[config.mk]
export PLATFORM = sky130hd
export DESIGN_NAME = ledstring_rx_flat
export DESIGN_NICKNAME = d
export VERILOG_FILES = /design/src/rtl/ledstring_rx_if.sv /design/src/rtl/ledstring_rx.sv /design/src/flat_wrapper.sv
export SDC_FILE = /design/constraint.sdc
export NUM_CORES = 1
export LEC_CHECK = 0
export ABC_AREA = 1
export BUFFER_PORTS_ARGS = -buffer_cell sky130_fd_sc_hd__buf_2
export CORE_ASPECT_RATIO = 0.9
export CORE_MARGIN = 2
export CORE_UTILIZATION = 37
export DETAILED_ROUTE_END_ITERATION = 12
export GPL_TIMING_DRIVEN = 0
export PLACE_DENSITY = 0.63
export SETUP_SLACK_MARGIN = 0.4
export SLEW_MARGIN = 5
export SYNTH_ARGS = -nofsm -noshare
export SYNTH_HDL_FRONTEND = slang
export SYNTH_SLANG_ARGS = --single-unit
[constraint.sdc]
create_clock -name clk -period 7.4 [get_ports clk]
set_input_delay 1.11 -clock clk [delete_from_list [all_inputs] [get_ports clk]]
set_output_delay 1.11 -clock clk [all_outputs]
set_load 0.01 [all_outputs]
[src/rtl/ledstring_rx_if.sv]
// Output word channel of the LED string receiver: decoded fields plus valid/ready.
interface ledstring_rx_if #(
  parameter int unsigned IDX_W = 8
);
  logic             framing;
  logic             se_frame;
  logic [4:0]       dat_glo;
  logic [7:0]       dat_red;
  logic [7:0]       dat_grn;
  logic [7:0]       dat_blu;
  logic [IDX_W-1:0] led_idx;
  logic             valid;
  logic             ready;

  modport master (
    output framing, se_frame, dat_glo, dat_red, dat_grn, dat_blu, led_idx, valid,
    input  ready
  );

  modport slave (
    input  framing, se_frame, dat_glo, dat_red, dat_grn, dat_blu, led_idx, valid,
    output ready
  );
endinterface

[src/rtl/ledstring_rx.sv]
// APA102-style string receiver: synchronises led_clk/led_data, assembles 32-bit
// words, classifies them and presents them through a one-entry output register.
module ledstring_rx #(
  parameter int unsigned TIMEOUT = 1024,
  parameter int unsigned IDX_W   = 8
) (
  input  logic             clk,
  input  logic             rst,
  input  logic             led_clk,
  input  logic             led_data,
  ledstring_rx_if.master   word_if,
  output logic             overflow,
  output logic             bad_frame
);

  typedef enum logic [1:0] {CLS_DATA, CLS_START, CLS_END, CLS_BAD} cls_e;

  logic             lclk_s1_q, lclk_s2_q, lclk_s3_q;
  logic             ldat_s1_q, ldat_s2_q;
  logic [31:0]      shift_q, shift_d;
  logic [4:0]       bit_cnt_q, bit_cnt_d;
  logic [15:0]      idle_q, idle_d;
  logic             done_q, done_d;
  logic [IDX_W-1:0] idx_q, idx_d;
  logic             valid_q, valid_d;
  logic             framing_q, framing_d;
  logic             se_q, se_d;
  logic [4:0]       glo_q, glo_d;
  logic [7:0]       red_q, red_d, grn_q, grn_d, blu_q, blu_d;
  logic [IDX_W-1:0] oidx_q, oidx_d;
  logic             ovf_q, ovf_d;
  logic             bad_q, bad_d;
  logic             lclk_rise;
  cls_e             cls;

  always_comb begin
    lclk_rise = lclk_s2_q & ~lclk_s3_q;
    shift_d   = shift_q;
    bit_cnt_d = bit_cnt_q;
    idle_d    = idle_q;
    done_d    = 1'b0;
    if (lclk_rise) begin
      shift_d   = {shift_q[30:0], ldat_s2_q};
      bit_cnt_d = bit_cnt_q + 5'd1;
      idle_d    = '0;
      done_d    = (bit_cnt_q == 5'd31);
    end else if (idle_q == 16'(TIMEOUT - 1)) begin
      // Saturated idle counter keeps the aligner cleared until the next edge.
      shift_d   = '0;
      bit_cnt_d = '0;
    end else begin
      idle_d    = idle_q + 16'd1;
    end
  end

  // shift_q cannot change in the cycle after completion, so it is classified directly.
  always_comb begin
    if (shift_q == '0)                 cls = CLS_START;
    else if (shift_q == '1)            cls = CLS_END;
    else if (shift_q[31:29] == 3'b111) cls = CLS_DATA;
    else                               cls = CLS_BAD;
  end

  always_comb begin
    valid_d   = valid_q & ~word_if.ready;
    framing_d = framing_q;
    se_d      = se_q;
    glo_d     = glo_q;
    red_d     = red_q;
    grn_d     = grn_q;
    blu_d     = blu_q;
    oidx_d    = oidx_q;
    idx_d     = idx_q;
    ovf_d     = 1'b0;
    bad_d     = 1'b0;
    if (done_q) begin
      if (cls == CLS_BAD) begin
        bad_d = 1'b1;
      end else begin
        if (cls == CLS_START) idx_d = '0;
        if (cls == CLS_DATA)  idx_d = idx_q + IDX_W'(1);
        if (valid_q && !word_if.ready) begin
          ovf_d = 1'b1;
        end else begin
          valid_d   = 1'b1;
          framing_d = (cls != CLS_DATA);
          se_d      = (cls == CLS_END);
          oidx_d    = (cls == CLS_DATA) ? idx_q : '0;
          unique case (cls)
            CLS_START: begin
              glo_d = '0; blu_d = '0; grn_d = '0; red_d = '0;
            end
            CLS_END: begin
              glo_d = '1; blu_d = '1; grn_d = '1; red_d = '1;
            end
            default: begin
              glo_d = shift_q[28:24];
              blu_d = shift_q[23:16];
              grn_d = shift_q[15:8];
              red_d = shift_q[7:0];
            end
          endcase
        end
      end
    end
  end

  always_ff @(posedge clk or posedge rst) begin
    if (rst) begin
      lclk_s1_q <= 1'b0; lclk_s2_q <= 1'b0; lclk_s3_q <= 1'b0;
      ldat_s1_q <= 1'b0; ldat_s2_q <= 1'b0;
      shift_q   <= '0;
      bit_cnt_q <= '0;
      idle_q    <= '0;
      done_q    <= 1'b0;
      idx_q     <= '0;
      valid_q   <= 1'b0;
      framing_q <= 1'b0;
      se_q      <= 1'b0;
      glo_q     <= '0;
      red_q     <= '0;
      grn_q     <= '0;
      blu_q     <= '0;
      oidx_q    <= '0;
      ovf_q     <= 1'b0;
      bad_q     <= 1'b0;
    end else begin
      lclk_s1_q <= led_clk;   lclk_s2_q <= lclk_s1_q; lclk_s3_q <= lclk_s2_q;
      ldat_s1_q <= led_data;  ldat_s2_q <= ldat_s1_q;
      shift_q   <= shift_d;
      bit_cnt_q <= bit_cnt_d;
      idle_q    <= idle_d;
      done_q    <= done_d;
      idx_q     <= idx_d;
      valid_q   <= valid_d;
      framing_q <= framing_d;
      se_q      <= se_d;
      glo_q     <= glo_d;
      red_q     <= red_d;
      grn_q     <= grn_d;
      blu_q     <= blu_d;
      oidx_q    <= oidx_d;
      ovf_q     <= ovf_d;
      bad_q     <= bad_d;
    end
  end

  assign word_if.valid    = valid_q;
  assign word_if.framing  = framing_q;
  assign word_if.se_frame = se_q;
  assign word_if.dat_glo  = glo_q;
  assign word_if.dat_red  = red_q;
  assign word_if.dat_grn  = grn_q;
  assign word_if.dat_blu  = blu_q;
  assign word_if.led_idx  = oidx_q;
  assign overflow         = ovf_q;
  assign bad_frame        = bad_q;

endmodule
[src/flat_wrapper.sv]
// flat-port wrapper written by rule: the top's interface ports become plain ports
module ledstring_rx_flat 
#(
  parameter int unsigned TIMEOUT = 1024,
  parameter int unsigned IDX_W   = 8
)
  (clk, rst, led_clk, led_data, overflow, bad_frame, word_if_framing, word_if_se_frame, word_if_dat_glo, word_if_dat_red, word_if_dat_grn, word_if_dat_blu, word_if_led_idx, word_if_valid, word_if_ready);
  ledstring_rx_if #(.IDX_W(IDX_W)) word_if_i ();
  input  logic clk;
  input  logic rst;
  input  logic led_clk;
  input  logic led_data;
  output logic overflow;
  output logic bad_frame;
  output wire logic [$bits(word_if_i.framing)-1:0] word_if_framing;
  output wire logic [$bits(word_if_i.se_frame)-1:0] word_if_se_frame;
  output wire logic [$bits(word_if_i.dat_glo)-1:0] word_if_dat_glo;
  output wire logic [$bits(word_if_i.dat_red)-1:0] word_if_dat_red;
  output wire logic [$bits(word_if_i.dat_grn)-1:0] word_if_dat_grn;
  output wire logic [$bits(word_if_i.dat_blu)-1:0] word_if_dat_blu;
  output wire logic [$bits(word_if_i.led_idx)-1:0] word_if_led_idx;
  output wire logic [$bits(word_if_i.valid)-1:0] word_if_valid;
  input wire logic [$bits(word_if_i.ready)-1:0] word_if_ready;
  assign word_if_framing = word_if_i.framing;
  assign word_if_se_frame = word_if_i.se_frame;
  assign word_if_dat_glo = word_if_i.dat_glo;
  assign word_if_dat_red = word_if_i.dat_red;
  assign word_if_dat_grn = word_if_i.dat_grn;
  assign word_if_dat_blu = word_if_i.dat_blu;
  assign word_if_led_idx = word_if_i.led_idx;
  assign word_if_valid = word_if_i.valid;
  assign word_if_i.ready = word_if_ready;
  ledstring_rx #(.TIMEOUT(TIMEOUT), .IDX_W(IDX_W)) u_core (.clk(clk), .rst(rst), .led_clk(led_clk), .led_data(led_data), .word_if(word_if_i), .overflow(overflow), .bad_frame(bad_frame));
endmodule
; ---- Word level (Yosys, flattened, before mapping)
; Index checks and enable logic that the tools add are counted.
; Widths: inputs -> output; s select.
[classes]
add_sub_neg = 3
n_eq_ne = 8
mux = 25
bitwise = 6
reduce_logical = 9
[op_table]
columns = op, count
row1 = $mux 32, 2
row2 = $pmux 8 s2, 3
row3 = $eq 32x32->1 const B, 1
row4 = $logic_not 32->1, 1
row5 = $mux 16, 2
row6 = $mux 8, 3
row7 = $add 16x1->16 const B, 1
row8 = $eq 16x10->1 const B, 1
row9 = $mux 5, 2
row10 = $pmux 5 s2, 1
row11 = $mux 1, 9
row12 = $add 8x1->8 const B, 1
row13 = $mux 2, 3
row14 = $reduce_and 3->1, 2
row15 = $reduce_bool 2->1, 3
row16 = $add 5x1->5 const B, 1
row17 = $eq 5x5->1 const B, 1
row18 = $eq 2x2->1 const B, 2
row19 = $not 1->1, 4
row20 = $eq 3x3->1 const B, 1
row21 = $and 1x1->1, 2
row22 = $eq 2x1->1 const B, 1
row23 = $logic_not 2->1, 1
row24 = $ne 2x1->1 const B, 1
row25 = 2 further kinds, 2
[totals]
reg_bits = 109
input_bits = 5
output_inout_bits = 42
elab_cells = 71

; ---- Depth between registers and ports, before layout
[depth]
ltp_word = 7
mapped_depth = 10
ltp_nobuf = 10

; ---- Worst setup path before layout
; No wires, ideal clock.
[synth_path]
path_type = input to register
start = input word_if_ready
end = register u_core.se_q (netlist: u_core.word_if.se_frame)
setup_time_ns = 0.066
arrival_ns = 1.917
t_required_ns = 7.334
slack_ns = 5.416
stages = 7
n_path_buf = 2
path_cell_list = nor2_1 -> clkinv_1 -> nand3_2 -> buf_2 -> buf_6 -> nand2_1 -> nand2_1
[synth_between]
elab_chain_cells = 4
[synth_rtl]
columns = element, line_no
row1 = from (decl), flat_wrapper.sv:23  ; input wire logic [$bits(word_if_i.ready)-1:0] word_if_ready;
row2 = $logic_not 1->1, ledstring_rx.sv:82  ; if (valid_q && !word_if.ready) begin
row3 = $logic_and 1x1->1, ledstring_rx.sv:82
row4 = $not 1->1 (no line), n/a
row5 = $reduce_and 3->1 (no line), n/a
row6 = to (signal assigned), ledstring_rx.sv:119  ; se_q <= 1'b0;
row7 = to (signal assigned), ledstring_rx.sv:137  ; se_q <= se_d;
row8 = to (decl), ledstring_rx.sv:27  ; logic se_q, se_d;
; No other way between the ends.
; A chain may end at the register's enable or synchronous reset.

; ---- Worst setup path after layout
[layout_path]
start = input word_if_ready
end = register u_core.blu_q[7] (netlist: u_core.word_if.dat_blu[7])
[layout_between]
elab_chain_cells = 4
[layout_rtl]
columns = element, line_no
row1 = $logic_not 1->1, ledstring_rx.sv:82
row2 = $logic_and 1x1->1, ledstring_rx.sv:82
row3 = $not 1->1 (no line), n/a
row4 = $reduce_and 3->1 (no line), n/a
row5 = to (signal assigned), ledstring_rx.sv:141  ; blu_q <= blu_d;
row6 = to (decl), ledstring_rx.sv:29  ; logic [7:0] red_q, red_d, grn_q, grn_d, blu_q, blu_d;
; No other way between the ends.

==> impl_metrics.tcl <==
set metrics [dict create \
    core_um2 12700 \
    grt_util_all_layers_pct 15.8 \
    path_clk_slew_ps 70 \
    final_cells 791 \
    syn_inst 564 \
    r2r_start "u_core.lclk_s2_q" \
    drv_cap 0 \
    cp_max_fo 10 \
    rsz0062_at_grt "no" \
    avgSynthCellArea_um2 8.53 \
    cts_root_buf "clkbuf_16" \
    hold_path.class "reg2reg" \
    grt.overflow.total 0 \
    hold_buffers 0 \
    crit_start "word_if_ready" \
    areaGrowthSynthToFinish_pct 15.8 \
    cts_resized 0 \
    synthTopCellsByArea "dfrtp_1 (57%), nand2_1 (13%), nor2_1 (5.2%)" \
    clk_path_buf_depth 2 \
    cp.arrival_ps 2390 \
    drive_above_1_share_pct 12.3 \
    drt-vias-per-instance 4.97 \
    leakage_nw 2.81 \
    postLayoutCoreUtil_pct 43.9 \
    max_stage_delay_ps 390 \
    drt.antenna.violating_nets 0 \
    p_per_area_nw_per_um2 230 \
    slew_violations 0 \
    placedCellCount 775 \
    synth_cell_types 27 \
    dp_hpwl_um 7550 \
    worst_setup_path_start_kind "primary input" \
    top_level_ports 47 \
    crit_family "buffers and inverters" \
    insertion_delay_ps 350 \
    cts_tree "done" \
    cp_cell_sequence "buf_2 -> nor2_1 -> clkinv_1 -> nand3_2 -> clkbuf_1 -> nand2_1 -> nand2_1" \
    port_buffers 46 \
    cts_buffers 9 \
    synth_commonest_cells "nand2_1 (172), dfrtp_1 (109), nor2_1 (66)" \
    cts.sinks 109 \
    synth_ff_type "dfrtp_1" \
    syn_nets 573 \
    grt_pass1_vias 3790 \
    slew_headroom_pct 57.0 \
    seq_area_frac_synth_pct 56.7 \
    worst_pin_slew_ps 645 \
    start_util_pct 37.9 \
    dieArea_um2 13900 \
    drt_iter0_drc 234 \
    place_congestion 0.859 \
    wl_um 10400 \
    antenna_found_initial 0 \
    period_share_pct 28.4 \
    grt_max_degree 61 \
    grt_pass1_wl_um 17400 \
    die_width_um 124 \
    finalCriticalPeriod_ps 2100 \
    fmax_mhz 476 \
    ir_drop_mv 0.113 \
    drc 0 \
    num_vias 3929 \
    clock-skew-final_ps 9.70 \
    synth-edff-count 0 \
    n_antenna_cell 0 \
    synth_top_area_share_pct 56.7 \
    cpMostUsedCell "nand2_1" \
    nets 631 \
    fin_setup_tns_ps 0 \
    ys_warn_count 0 \
    synth-seq-cells 109 \
    setup_viol 0 \
    hold_viol_final 0 \
    ys_async_sr_fraction_pct 100 \
    die_y_um 112 \
    crit_type "in2reg" \
    yosys.area.top_type "dfrtp_1" \
    routedWlPerCell_um 13.2 \
    path_buf_inv 3 \
    yosysMostFrequentCell "nand2_1" \
    min_from "u_core.lclk_s1_q" \
    std_cell_rows 39 \
    htreeDepth 3 \
    netlist_area_um2 4810 \
    cts_setup_buffers 0 \
    critPathSlowestCell "clkbuf_1" \
    status "finished clean" \
    crit_required_ps 7690 \
    dr.pass1.iters 5 \
    crit_path_end_kind "register" \
]
-- final timing paths --
path	endpoint	slack, ps	cells after the start
max in group asynchronous	u_core.word_if.dat_red[7]	5850	3
worst max-delay path	u_core.word_if.dat_blu[7]	5300	7
min in group asynchronous	u_core.word_if.dat_red[3]	840	2
worst min register to register	u_core.lclk_s2_q	350	0
worst max register to register	u_core.shift_q[11]	5390	6
worst min-delay path	u_core.lclk_s2_q	350	0
-- cells by family after synthesis --
| logic type | Yosys count | synth area share, % |
|---|---|---|
| xor gates and xnor gates | 12 | 2.19 |
| AOI/OAI and AO/OA | 48 | 6.04 |
| and+or+nand+nor | 312 | 27.5 |
| adders and majority gates | 4 | 1.04 |
| DFF | 109 | 56.7 |
| buffers and inverters | 79 | 6.53 |
-- registers in the layout, indices dropped and copies added (netlist names), 5 cells and up --
| signal | flops |
|---|---|
| u_core.shift_q | 32 |
| u_core.idle_q | 16 |
| u_core.idx_q | 8 |
| u_core.word_if.dat_blu | 8 |
| u_core.word_if.dat_grn | 8 |
| u_core.word_if.dat_red | 8 |
| u_core.word_if.led_idx | 8 |
| u_core.bit_cnt_q | 5 |
| u_core.word_if.dat_glo | 5 |
-- cells in the final DEF (no fill, tap or decap), types with 3 or more instances in the layout --
cell / netlist / final
nand4_1: 36 / 36
nand2_1: 172 / 172
xor2_1: 10 / 10
nor3_1: 9 / 9
o21ai_0: 7 / 7
a21oi_1: 5 / 5
clkinvlp_4: 0 / 3
clkbuf_16: 0 / 9
ha_1: 4 / 4
inv_1: 53 / 52
nor2_1: 66 / 66
dfrtp_1: 109 / 109
buf_2: 8 / 54
clkbuf_1: 15 / 15
o22ai_1: 31 / 31
nand3_1: 22 / 22
-- final cells by class --
cell class                 instances  area, um^2
fill                            1249        7120
sequential                       109        2730
multi-input combinational        376        1770
timing repair buffer              47         258
clock buffer                      11         253
inverter                          55         209
tap                              164         205
buffer                            24         108
clock inverter                     5        42.5
-- routing by layer --
layer  wire length (um)  vias to the layer above  track usage (%)
li1                   -                     1948                -
met1               4710                     1875             19.7
met2               5200                       90             27.0
met3                425                       16             3.56
met4                114                        0             4.87
met5                  0                        -                0
-- worst reg2reg max path: stages, from the launching register on --
cell and delay, ps:
dfrtp_1 340, inv_1 40, nor2_1 440, clkinv_1 360, nand2_1 330, buf_2 280, o22ai_1 100
-- per-stage QoR --
step                instance area (um^2)  power [mW]  worst slack (ps)  hold slack, ps
CTS                                 5570        1.30              5280             351
global route                        5570        1.34              5130             356
global placement                    5250       0.812              2260             335
finish                              5570        1.28              5300             348
detailed placement                  5280       0.823              4920             335
floorplan                           4810       0.779              3420             331
-- power by group --
part,internal [mW],total (mW),switching [mW],leakage [nW]
Clock,0.250,0.468,0.218,0.136
Sequential,0.633,0.670,0.0374,1.49
Combinational,0.0478,0.142,0.0938,1.18
Note: power is estimated with default switching activity, not from simulation.
